$ cat src/rtl/fir_sched_ctrl.sv
// Arbitrates the FIR's shared x_n input between coefficient sets and sample bursts,
// programs a buffered set in one burst, flushes after each burst, retimes y_n into a result stream.
module fir_sched_ctrl #(
    parameter int TAP_SIZE     = 6,
    parameter int NBR_OF_TAPS  = 5,
    parameter int X_N_SIZE     = 8,
    parameter int Y_N_SIZE     = 14,
    parameter int SETUP_CYCLES = 4,
    parameter int MAX_BURST    = 16,
    parameter int RES_LAT      = 2
) (
    input  logic                clk,
    input  logic                reset,
    input  logic                coef_valid,
    output logic                coef_ready,
    input  logic [TAP_SIZE-1:0] coef_data,
    input  logic                coef_last,
    input  logic                smp_valid,
    output logic                smp_ready,
    input  logic [X_N_SIZE-1:0] smp_data,
    output logic [X_N_SIZE-1:0] fir_x_n,
    output logic                fir_tvalid,
    output logic                fir_set_coeffs,
    input  logic [Y_N_SIZE-1:0] fir_y_n,
    output logic                res_valid,
    output logic [Y_N_SIZE-1:0] res_data,
    output logic                res_last,
    output logic                cfg_done,
    output logic                coef_err
);

    localparam int CW    = $clog2(NBR_OF_TAPS + 1);
    localparam int SMAX  = (NBR_OF_TAPS > SETUP_CYCLES) ? NBR_OF_TAPS : SETUP_CYCLES;
    localparam int SW    = $clog2(SMAX + 1);
    localparam int BW    = $clog2(MAX_BURST + 1);
    localparam logic [SW-1:0] TAP_LAST  = SW'(NBR_OF_TAPS - 1);
    localparam logic [SW-1:0] INIT_LAST = SW'(SETUP_CYCLES - 1);
    localparam logic [BW-1:0] BURST_MAX = BW'(MAX_BURST);

    typedef enum logic [2:0] {
        S_INIT,
        S_IDLE,
        S_COLLECT,
        S_PROGRAM,
        S_GAP,
        S_RUN,
        S_DRAIN
    } state_t;

    state_t                state_q, state_d;
    logic [SW-1:0]         step_q, step_d;
    logic [CW-1:0]         beat_q, beat_d;
    logic [BW-1:0]         burst_q, burst_d;
    logic [TAP_SIZE-1:0]   shadow_q [NBR_OF_TAPS];
    logic [TAP_SIZE-1:0]   shadow_d [NBR_OF_TAPS];
    logic                  coef_err_q, coef_err_d;
    logic                  coef_ready_q, coef_ready_d;
    logic                  smp_ready_q, smp_ready_d;
    logic [X_N_SIZE-1:0]   x_n_q, x_n_d;
    logic                  tvalid_q, tvalid_d;
    logic                  set_q, set_d;
    logic                  cfg_done_q, cfg_done_d;
    logic                  flush_last_q, flush_last_d;
    logic [RES_LAT-1:0]    tv_dly_q, tv_dly_d;
    logic [RES_LAT-1:0]    last_dly_q, last_dly_d;
    logic                  res_valid_q, res_valid_d;
    logic [Y_N_SIZE-1:0]   res_data_q, res_data_d;
    logic                  res_last_q, res_last_d;

    // Outputs are registered from next-state decode, so ready is high exactly while in the accepting state.
    always_comb begin
        state_d      = state_q;
        step_d       = step_q;
        beat_d       = beat_q;
        burst_d      = burst_q;
        shadow_d     = shadow_q;
        coef_err_d   = coef_err_q;
        coef_ready_d = 1'b0;
        smp_ready_d  = 1'b0;
        x_n_d        = '0;
        tvalid_d     = 1'b0;
        set_d        = 1'b0;
        cfg_done_d   = 1'b0;
        flush_last_d = 1'b0;

        case (state_q)
            S_INIT: begin
                if (step_q == INIT_LAST) begin
                    state_d = S_IDLE;
                    step_d  = '0;
                end else begin
                    step_d = step_q + SW'(1);
                end
            end
            S_IDLE: begin
                step_d = '0;
                if (coef_valid) begin
                    state_d      = S_COLLECT;
                    beat_d       = '0;
                    shadow_d     = '{default: '0};
                    coef_ready_d = 1'b1;
                end else if (smp_valid) begin
                    state_d     = S_RUN;
                    burst_d     = '0;
                    smp_ready_d = 1'b1;
                end
            end
            S_COLLECT: begin
                coef_ready_d = 1'b1;
                if (coef_valid && coef_ready_q) begin
                    if (beat_q < CW'(NBR_OF_TAPS)) begin
                        for (int k = 0; k < NBR_OF_TAPS; k++) begin
                            if (beat_q == CW'(k)) begin
                                shadow_d[k] = coef_data;
                            end
                        end
                        beat_d = beat_q + CW'(1);
                    end else begin
                        coef_err_d = 1'b1;
                    end
                    if (coef_last) begin
                        state_d      = S_PROGRAM;
                        step_d       = '0;
                        coef_ready_d = 1'b0;
                    end
                end
            end
            S_PROGRAM: begin
                // Highest tap goes first so shadow[0] lands in the filter's first tap.
                set_d = 1'b1;
                for (int k = 0; k < NBR_OF_TAPS; k++) begin
                    if (step_q == SW'(NBR_OF_TAPS - 1 - k)) begin
                        x_n_d = {{(X_N_SIZE - TAP_SIZE){shadow_q[k][TAP_SIZE-1]}}, shadow_q[k]};
                    end
                end
                if (step_q == TAP_LAST) begin
                    state_d = S_GAP;
                    step_d  = '0;
                end else begin
                    step_d = step_q + SW'(1);
                end
            end
            S_GAP: begin
                cfg_done_d = 1'b1;
                state_d    = S_IDLE;
            end
            S_RUN: begin
                tvalid_d = 1'b1;
                if (smp_valid && smp_ready_q) begin
                    x_n_d   = smp_data;
                    burst_d = (burst_q == BURST_MAX) ? burst_q : burst_q + BW'(1);
                    if (coef_valid && burst_d == BURST_MAX) begin
                        state_d = S_DRAIN;
                        step_d  = '0;
                    end else begin
                        smp_ready_d = 1'b1;
                    end
                end else begin
                    // The bubble cycle already pushes a zero, so it is flush cycle 0.
                    state_d = S_DRAIN;
                    step_d  = SW'(1);
                end
            end
            S_DRAIN: begin
                tvalid_d = 1'b1;
                if (step_q == TAP_LAST) begin
                    state_d      = S_IDLE;
                    step_d       = '0;
                    flush_last_d = 1'b1;
                end else begin
                    step_d = step_q + SW'(1);
                end
            end
            default: begin
                state_d = S_INIT;
                step_d  = '0;
            end
        endcase
    end

    always_comb begin
        tv_dly_d      = '0;
        last_dly_d    = '0;
        tv_dly_d[0]   = tvalid_q;
        last_dly_d[0] = flush_last_q;
        for (int i = 1; i < RES_LAT; i++) begin
            tv_dly_d[i]   = tv_dly_q[i-1];
            last_dly_d[i] = last_dly_q[i-1];
        end
        res_valid_d = tv_dly_q[RES_LAT-1];
        res_data_d  = tv_dly_q[RES_LAT-1] ? fir_y_n : '0;
        res_last_d  = last_dly_q[RES_LAT-1];
    end

    always_ff @(posedge clk) begin
        if (reset) begin
            state_q      <= S_INIT;
            step_q       <= '0;
            beat_q       <= '0;
            burst_q      <= '0;
            for (int k = 0; k < NBR_OF_TAPS; k++) begin
                shadow_q[k] <= '0;
            end
            coef_err_q   <= 1'b0;
            coef_ready_q <= 1'b0;
            smp_ready_q  <= 1'b0;
            x_n_q        <= '0;
            tvalid_q     <= 1'b0;
            set_q        <= 1'b0;
            cfg_done_q   <= 1'b0;
            flush_last_q <= 1'b0;
            tv_dly_q     <= '0;
            last_dly_q   <= '0;
            res_valid_q  <= 1'b0;
            res_data_q   <= '0;
            res_last_q   <= 1'b0;
        end else begin
            state_q      <= state_d;
            step_q       <= step_d;
            beat_q       <= beat_d;
            burst_q      <= burst_d;
            shadow_q     <= shadow_d;
            coef_err_q   <= coef_err_d;
            coef_ready_q <= coef_ready_d;
            smp_ready_q  <= smp_ready_d;
            x_n_q        <= x_n_d;
            tvalid_q     <= tvalid_d;
            set_q        <= set_d;
            cfg_done_q   <= cfg_done_d;
            flush_last_q <= flush_last_d;
            tv_dly_q     <= tv_dly_d;
            last_dly_q   <= last_dly_d;
            res_valid_q  <= res_valid_d;
            res_data_q   <= res_data_d;
            res_last_q   <= res_last_d;
        end
    end

    assign coef_ready     = coef_ready_q;
    assign smp_ready      = smp_ready_q;
    assign fir_x_n        = x_n_q;
    assign fir_tvalid     = tvalid_q;
    assign fir_set_coeffs = set_q;
    assign cfg_done       = cfg_done_q;
    assign coef_err       = coef_err_q;
    assign res_valid      = res_valid_q;
    assign res_data       = res_data_q;
    assign res_last       = res_last_q;

endmodule

$ cat config.mk
export PLATFORM = sky130hd
export DESIGN_NAME = fir_sched_ctrl
export DESIGN_NICKNAME = d
export VERILOG_FILES = /design/src/rtl/fir_sched_ctrl.sv
export SDC_FILE = /design/constraint.sdc
export NUM_CORES = 1
export LEC_CHECK = 0
export ABC_AREA = 1
export CAP_MARGIN = 20
export CORE_ASPECT_RATIO = 1.1
export CORE_MARGIN = 4
export CORE_UTILIZATION = 54
export CTS_BUF_LIST = sky130_fd_sc_hd__clkbuf_2 sky130_fd_sc_hd__clkbuf_4 sky130_fd_sc_hd__clkbuf_8
export CTS_CLUSTER_DIAMETER = 100
export DETAILED_ROUTE_END_ITERATION = 6
export PLACE_DENSITY = 0.88
export SLEW_MARGIN = 20
export SYNTH_ARGS = -nofsm -noshare
export SYNTH_HDL_FRONTEND = slang
export SYNTH_SLANG_ARGS = --single-unit
$ cat constraint.sdc
create_clock -name clk -period 3.1 [get_ports clk]
set_clock_uncertainty 0.1 [all_clocks]
set_input_delay 0.31 -clock clk [delete_from_list [all_inputs] [get_ports clk]]
set_output_delay 0.31 -clock clk [all_outputs]
set_load 0.02 [all_outputs]
==> impl_results.md <==
- Status: finished, final reports clean
- Max H-tree Level: 3
- CP top delay family: buffers and inverters
- Die ar.: 8230 um2
- Worst R2R Path Depth: 9
- Worst hold path endpoint: tv_dly_q[1]
- Mapped Area: 3690 um2
- Gpl congestion: 0.957
- CP Launch Type: flip-flop
- RR Endpoint: fir_x_n[7]
- Sequential cell area: 1580 um2
- I/O Buffers: 62
- #FFs+latches synth: 79
- CP max-delay cell: dfxtp_1
- Post-CTS setup buffer count: 0
- Dpl hpwl: 6550 um
- Clock sink count: 79
- Final cycle utilization of the critical path: 63.9%
- Pre-antenna DRT Iters: 4
- CTS tree: done
- Post-synth cell types: 27
- Avg Cell Area, Syn: 6.97 um2
- Die Ht: 94.8 um
- R2R setup slack: 1.12 ns
- Critical Path, Cell by Cell: clkinv_1 > ha_1 > inv_1 > nand3_1 > o211ai_1 > nand3_1 > nand2_1 > nand2_1 > a21oi_1
- Row cnt: 31
- Initial antenna violation count: 0
- Crit Path Class: reg -> reg
- Arrival time worst endpoint: 2.18 ns
- Crit path max fanout: 12
- Syn Inst Count: 530
- Crit path buffers/inverters: 2
- CTS max path bufs: 2
- Fillers: 521
- Area share of the largest cell type after synthesis: 42.8%
- Ant diodes: 0
- Largest net degree at the start of global routing: 38
- Pwr/cell area: 847 nW/um2
- Post-Syn Nets: 577
- WL/cell: 13.0 um
- Lkg Pwr: 2.04 nW
- Vias in the first global route: 3342
- Share of cells above drive strength 1: 8.22%
- Area delta synth->final: 24.9%
- Nets: 638
- Skew-Pair Late Insertion Delay: 0.36 ns
- Slew headroom: 69.4%
- Final Hold Vio Count: 0
- Hold Buf Count CTS: 0
- Sequential fraction of the synthesis area: 42.8%
- Initial core utilization: 55.7%
- Yosys warnings: 0
- Post-synth ARST share: 0%
- Vias/cell: 5.09
- Max-cap violations: 0
- RSZ-0062 raised after global routing: no
- Max-slew violation count: 0
- Fmax: 0.505 GHz
- Clock-pin slew on the worst setup and hold paths: 0.08 ns
- Core outline area: 6630 um2
- Final Core Density: 69.6%
- Num CTS Buffers: 9
- First-pass GRT wire length: 14700 um
- EDFF count, synth: 0
- CTS Root Cell: clkbuf_8
- Worst Tran Pin Value: 0.458 ns
- Drt drc: 0
- Final setup fails: 0
- Multi-input combinational cell area: 1750 um2
- CP max stage delay: 0.39 ns
- DRT antenna net count: 0
- Reg-to-Reg Start: step_q[2]
- Die W: 86.9 um
- Iteration-0 DRC Markers: 229
- Total track usage: 22.8%
- Global route total overflow: 0
- Worst Hold Launch: tv_dly_q[0]
- Cells on Worst Hold Path: 2
- Area leader, netlist: dfxtp_1
- Worst path required time: 3.30 ns
- Post-Route WL: 8800 um
- Synth top area cells: dfxtp_1 (43%), nand2_1 (14%), inv_1 (6.8%)
- Via count: 3453
- Top FF cell, synth: dfxtp_1
- IO Count: 63
- Tightest Hold Check Type: reg -> reg
- Worst vdd ir: 0.573 mV
- Setup TNS Final: 0 ns
- Post-CTS resize count: 0
- Worst setup EP type: flip-flop
- Min Tclk post-route: 1.98 ns
per-layer routing:
metal | share of wire, % | up-vias | global-route usage (%)
li1 | - | 1773 | -
met1 | 39 | 1556 | 25.2
met2 | 51 | 98 | 39.9
met3 | 6.3 | 26 | 6.46
met4 | 3.4 | 0 | 10.9
met5 | 0 | - | 0
stage by stage:
stage	hold slack [ns]	power (mW)	worst slack (ns)	cells	area (um2)
finish	0.303	3.91	1.12	678	4610
global route	0.332	4.22	0.894	678	4610
CTS	0.306	3.91	1.14	678	4610
detailed placement	0.294	2.95	1.05	662	4360
global placement	0.293	2.90	1.10	662	4360
floorplan	0.288	2.57	1.33	530	3690
tightest hold or removal path: stages, from the launching register on:
cell and delay, ns:
dfxtp_1 0.30, inv_1 0.04, nor2_1 0.03
sequential cells by signal (all words and copies together), names as in the netlist, 3 cells and up:
signal    count
beat_q        3
burst_q       5
fir_x_n       8
res_data     14
shadow_q     30
state_q       3
step_q        3
layout make-up:
type	count	area share (%)
clock buffers	10	2.98
clock inverters	6	2.50
inverters	76	6.18
multi-input cells	360	37.9
flip-flops and latches	79	34.3
well taps	82	2.22
repair buffers	65	13.9
logic make-up (layout without fill, tap and decap cells):
family / after synthesis / in the layout / synth area share, %
DFF: 79 / 79 / 42.8
buffers and inverters: 91 / 157 / 9.89
AOI/OAI and AO/OA: 76 / 76 / 11.0
and+or+nand+nor: 270 / 270 / 31.4
adders and majority gates: 14 / 14 / 4.94
cell usage after synthesis, types with 7 or more instances:
cell type / count
nor2_1: 67
a21oi_1: 45
ha_1: 13
nand2_2: 8
o21ai_0: 21
nand3_1: 39
inv_2: 7
dfxtp_1: 79
inv_1: 67
nor2_2: 7
clkbuf_1: 7
nand2_1: 134
o211ai_1: 7
layout by cell type, fill, tap and decap left out:
master / Yosys / layout
a21oi_1: 45 / 45
buf_4: 1 / 3
bufinv_16: 0 / 3
clkbuf_8: 0 / 10
clkdlybuf4s50_1: 0 / 62
clkinv_1: 2 / 2
clkinv_4: 0 / 1
clkinvlp_4: 0 / 1
dfxtp_1: 79 / 79
fa_1: 1 / 1
ha_1: 13 / 13
inv_1: 67 / 67
inv_2: 7 / 7
inv_6: 0 / 1
nand2_1: 134 / 134
nand2_2: 8 / 8
nand2_4: 1 / 1
nand3_1: 39 / 39
nand4_1: 4 / 4
nor2_1: 67 / 67
nor2_2: 7 / 7
nor2_4: 4 / 4
nor3_1: 3 / 3
o211ai_1: 7 / 7
o21a_1: 2 / 2
o21ai_0: 21 / 21
o21ai_2: 1 / 1
or2_0: 1 / 1
or2_2: 2 / 2
power breakdown:
part           internal, mW  switching [mW]
clock network         0.560           0.386
registers              1.18           0.142
logic                 0.557            1.08
total                  2.30            1.61
worst max-delay path by stage:
stage / from / to / slack [ns] / cells after the start
after floorplan: step_q[2] / fir_x_n[0] / 1.33 / 10
after global placement: coef_valid / shadow_q[7] / 1.10 / 10
after detailed placement: coef_valid / shadow_q[8] / 1.05 / 10
after CTS: step_q[2] / fir_x_n[7] / 1.14 / 9
after global routing: step_q[2] / fir_x_n[2] / 0.89 / 9
final: step_q[2] / fir_x_n[7] / 1.12 / 9
(Power assumes the default switching activity.)
==> variant (same flow settings) <==
Take the reset off `res_data_q` and load it in a clocked block of its own.
--- a/src/rtl/fir_sched_ctrl.sv
+++ b/src/rtl/fir_sched_ctrl.sv
@@ -212,7 +212,6 @@
             tv_dly_q     <= '0;
             last_dly_q   <= '0;
             res_valid_q  <= 1'b0;
-            res_data_q   <= '0;
             res_last_q   <= 1'b0;
         end else begin
             state_q      <= state_d;
@@ -231,9 +230,12 @@
             tv_dly_q     <= tv_dly_d;
             last_dly_q   <= last_dly_d;
             res_valid_q  <= res_valid_d;
-            res_data_q   <= res_data_d;
             res_last_q   <= res_last_d;
         end
+    end
+
+    always_ff @(posedge clk) begin
+        res_data_q <= res_data_d;
     end
 
     assign coef_ready     = coef_ready_q;
Check against the original RTL: differs if reset is asserted again (counterexample within 10 cycles, from zero or initial values and one cycle with reset high); with reset held inactive, the same outputs for 10 cycles.
==> variant against the unedited design <==
- core utilization fell by 0.72 points
- die area is 1.5% lower
- wire length is 2.2% higher
- cell area shrank 2.2%
- synthesized area fell by 1.6%
- setup slack got worse by 0.38 ns
- sequential cell count unchanged
- clock power is 9.8% lower
- cell count decreased by 1.8%
- power down 1.4%
- largest cell class unchanged
==> variant: results (changes against the unedited design) <==
| Metric | Value |
|---|---|
| Post-placement setup slack | 0.8082 ns (was 1.054 ns) |
| Worst-path fanout max | 15 (was 12) |
| GPL Wtd Cong | 0.9315 (was 0.9568) |
| Pre-antenna DRT Iters | 5 (was 4) |
| Status | finished, final reports clean (unchanged) |
| Placed Instances | 651 (was 662) |
| Wire length on met1 | 3648 um (was 3471 um) |
| Largest net degree at the start of global routing | 36 (was 38) |
| Area growth, synth to finish | 24.13% (was 24.86%) |
| Routed wl met2 | 4465 um (was 4477 um) |
| First-pass GRT wire length | 15030 um (was 14680 um) |
| Vias per std cell | 5.275 (was 5.093) |
| Hold slack | 0.3060 ns (was 0.3035 ns) |
| Leak Pwr | 2.092 nW (was 2.036 nW) |
| Avg WL per Cell | 13.50 um (was 12.98 um) |
| CP top delay family | simple AND/OR/NAND/NOR gates (was buffers and inverters) |
| Top post-synthesis cells by area | dfxtp_1 (44%), nand2_1 (14%), nor2_1 (7.4%), inv_1 (6.7%), o21ai_0 (4.8%) (was dfxtp_1 (43%), nand2_1 (14%), inv_1 (6.8%), nor2_1 (6.8%), a21oi_1 (6.1%)) |
| FILL cells | 530 (was 521) |
| R2r endpoint | shadow_q[5] (was fir_x_n[7]) |
| Share of layout cells above drive strength 1 | 5.479% (was 8.221%) |
| Met2 capacity usage during global routing | 41.84% (was 39.94%) |
| HPWL Detailed | 6536 um (was 6550 um) |
| Cell variety after synth | 28 (was 27) |
| Worst Hold End | res_last (was tv_dly_q[1]) |
| Met3 usage | 4.737% (was 6.457%) |
| HP Start | last_dly_q[1] (was tv_dly_q[0]) |
## variant: changes by cell type after synthesis, moves of 2 or more
cell     change
a21oi_2      +2
nor2_1       +5
inv_2        -3
nor2_2       -3
nand3_1      -5
inv_1        -2
or2_2        -2
o21ai_0     +14
nor3_1       +3
nor2_4       -2
nand2_1      +3
a21oi_1     -11
nand2_2      -7
## variant: logic make-up (layout without fill, tap and decap cells)
family	Yosys count	after routing	share of synthesized area, %
adders and majority gates	14	14	5.026
DFF	79	79	43.51
AOI/OAI and AO/OA	80	80	11.77
buffers and inverters	86	149	9.329
and+or+nand+nor	262	262	30.36
## variant: worst max path at each step
stage | to | slack [ns] | cells past startpoint | startpoint
detailed placement | shadow_q[5] | 0.81 | 9 | state_q[1]
global route | shadow_q[4] | 0.57 | 9 | state_q[1]
CTS | shadow_q[5] | 0.80 | 9 | state_q[1]
floorplan | state_q[2] | 1.33 | 9 | step_q[0]
finish | shadow_q[5] | 0.74 | 9 | state_q[1]
global placement | shadow_q[1] | 0.95 | 9 | state_q[1]
## variant: area by class of cell
type,instances,area share (%)
Multi-Input combinational cell,356,37.99
Sequential cell,79,35.05
Timing Repair Buffer,63,13.92
Inverter,71,5.907
Clock buffer,10,3.050
Tap cell,82,2.274
Clock inverter,5,1.803
## variant: worst register-to-register path, stage by stage (launching register included)
cell	delay, ns
dfxtp_1	0.48
inv_2	0.10
nor3_4	0.45
nand2_1	0.18
nand2_1	0.11
nand3_2	0.26
nor2_4	0.29
inv_1	0.12
nor2_1	0.12
nor2_1	0.05
## variant: where the power goes
part	total (W)	internal (W)	leakage [nW]	switching (W)
Clock	0.000854	0.000472	0.109	0.000381
Sequential	0.00136	0.00122	0.642	0.000139
Combinational	0.00164	0.000543	1.34	0.00110
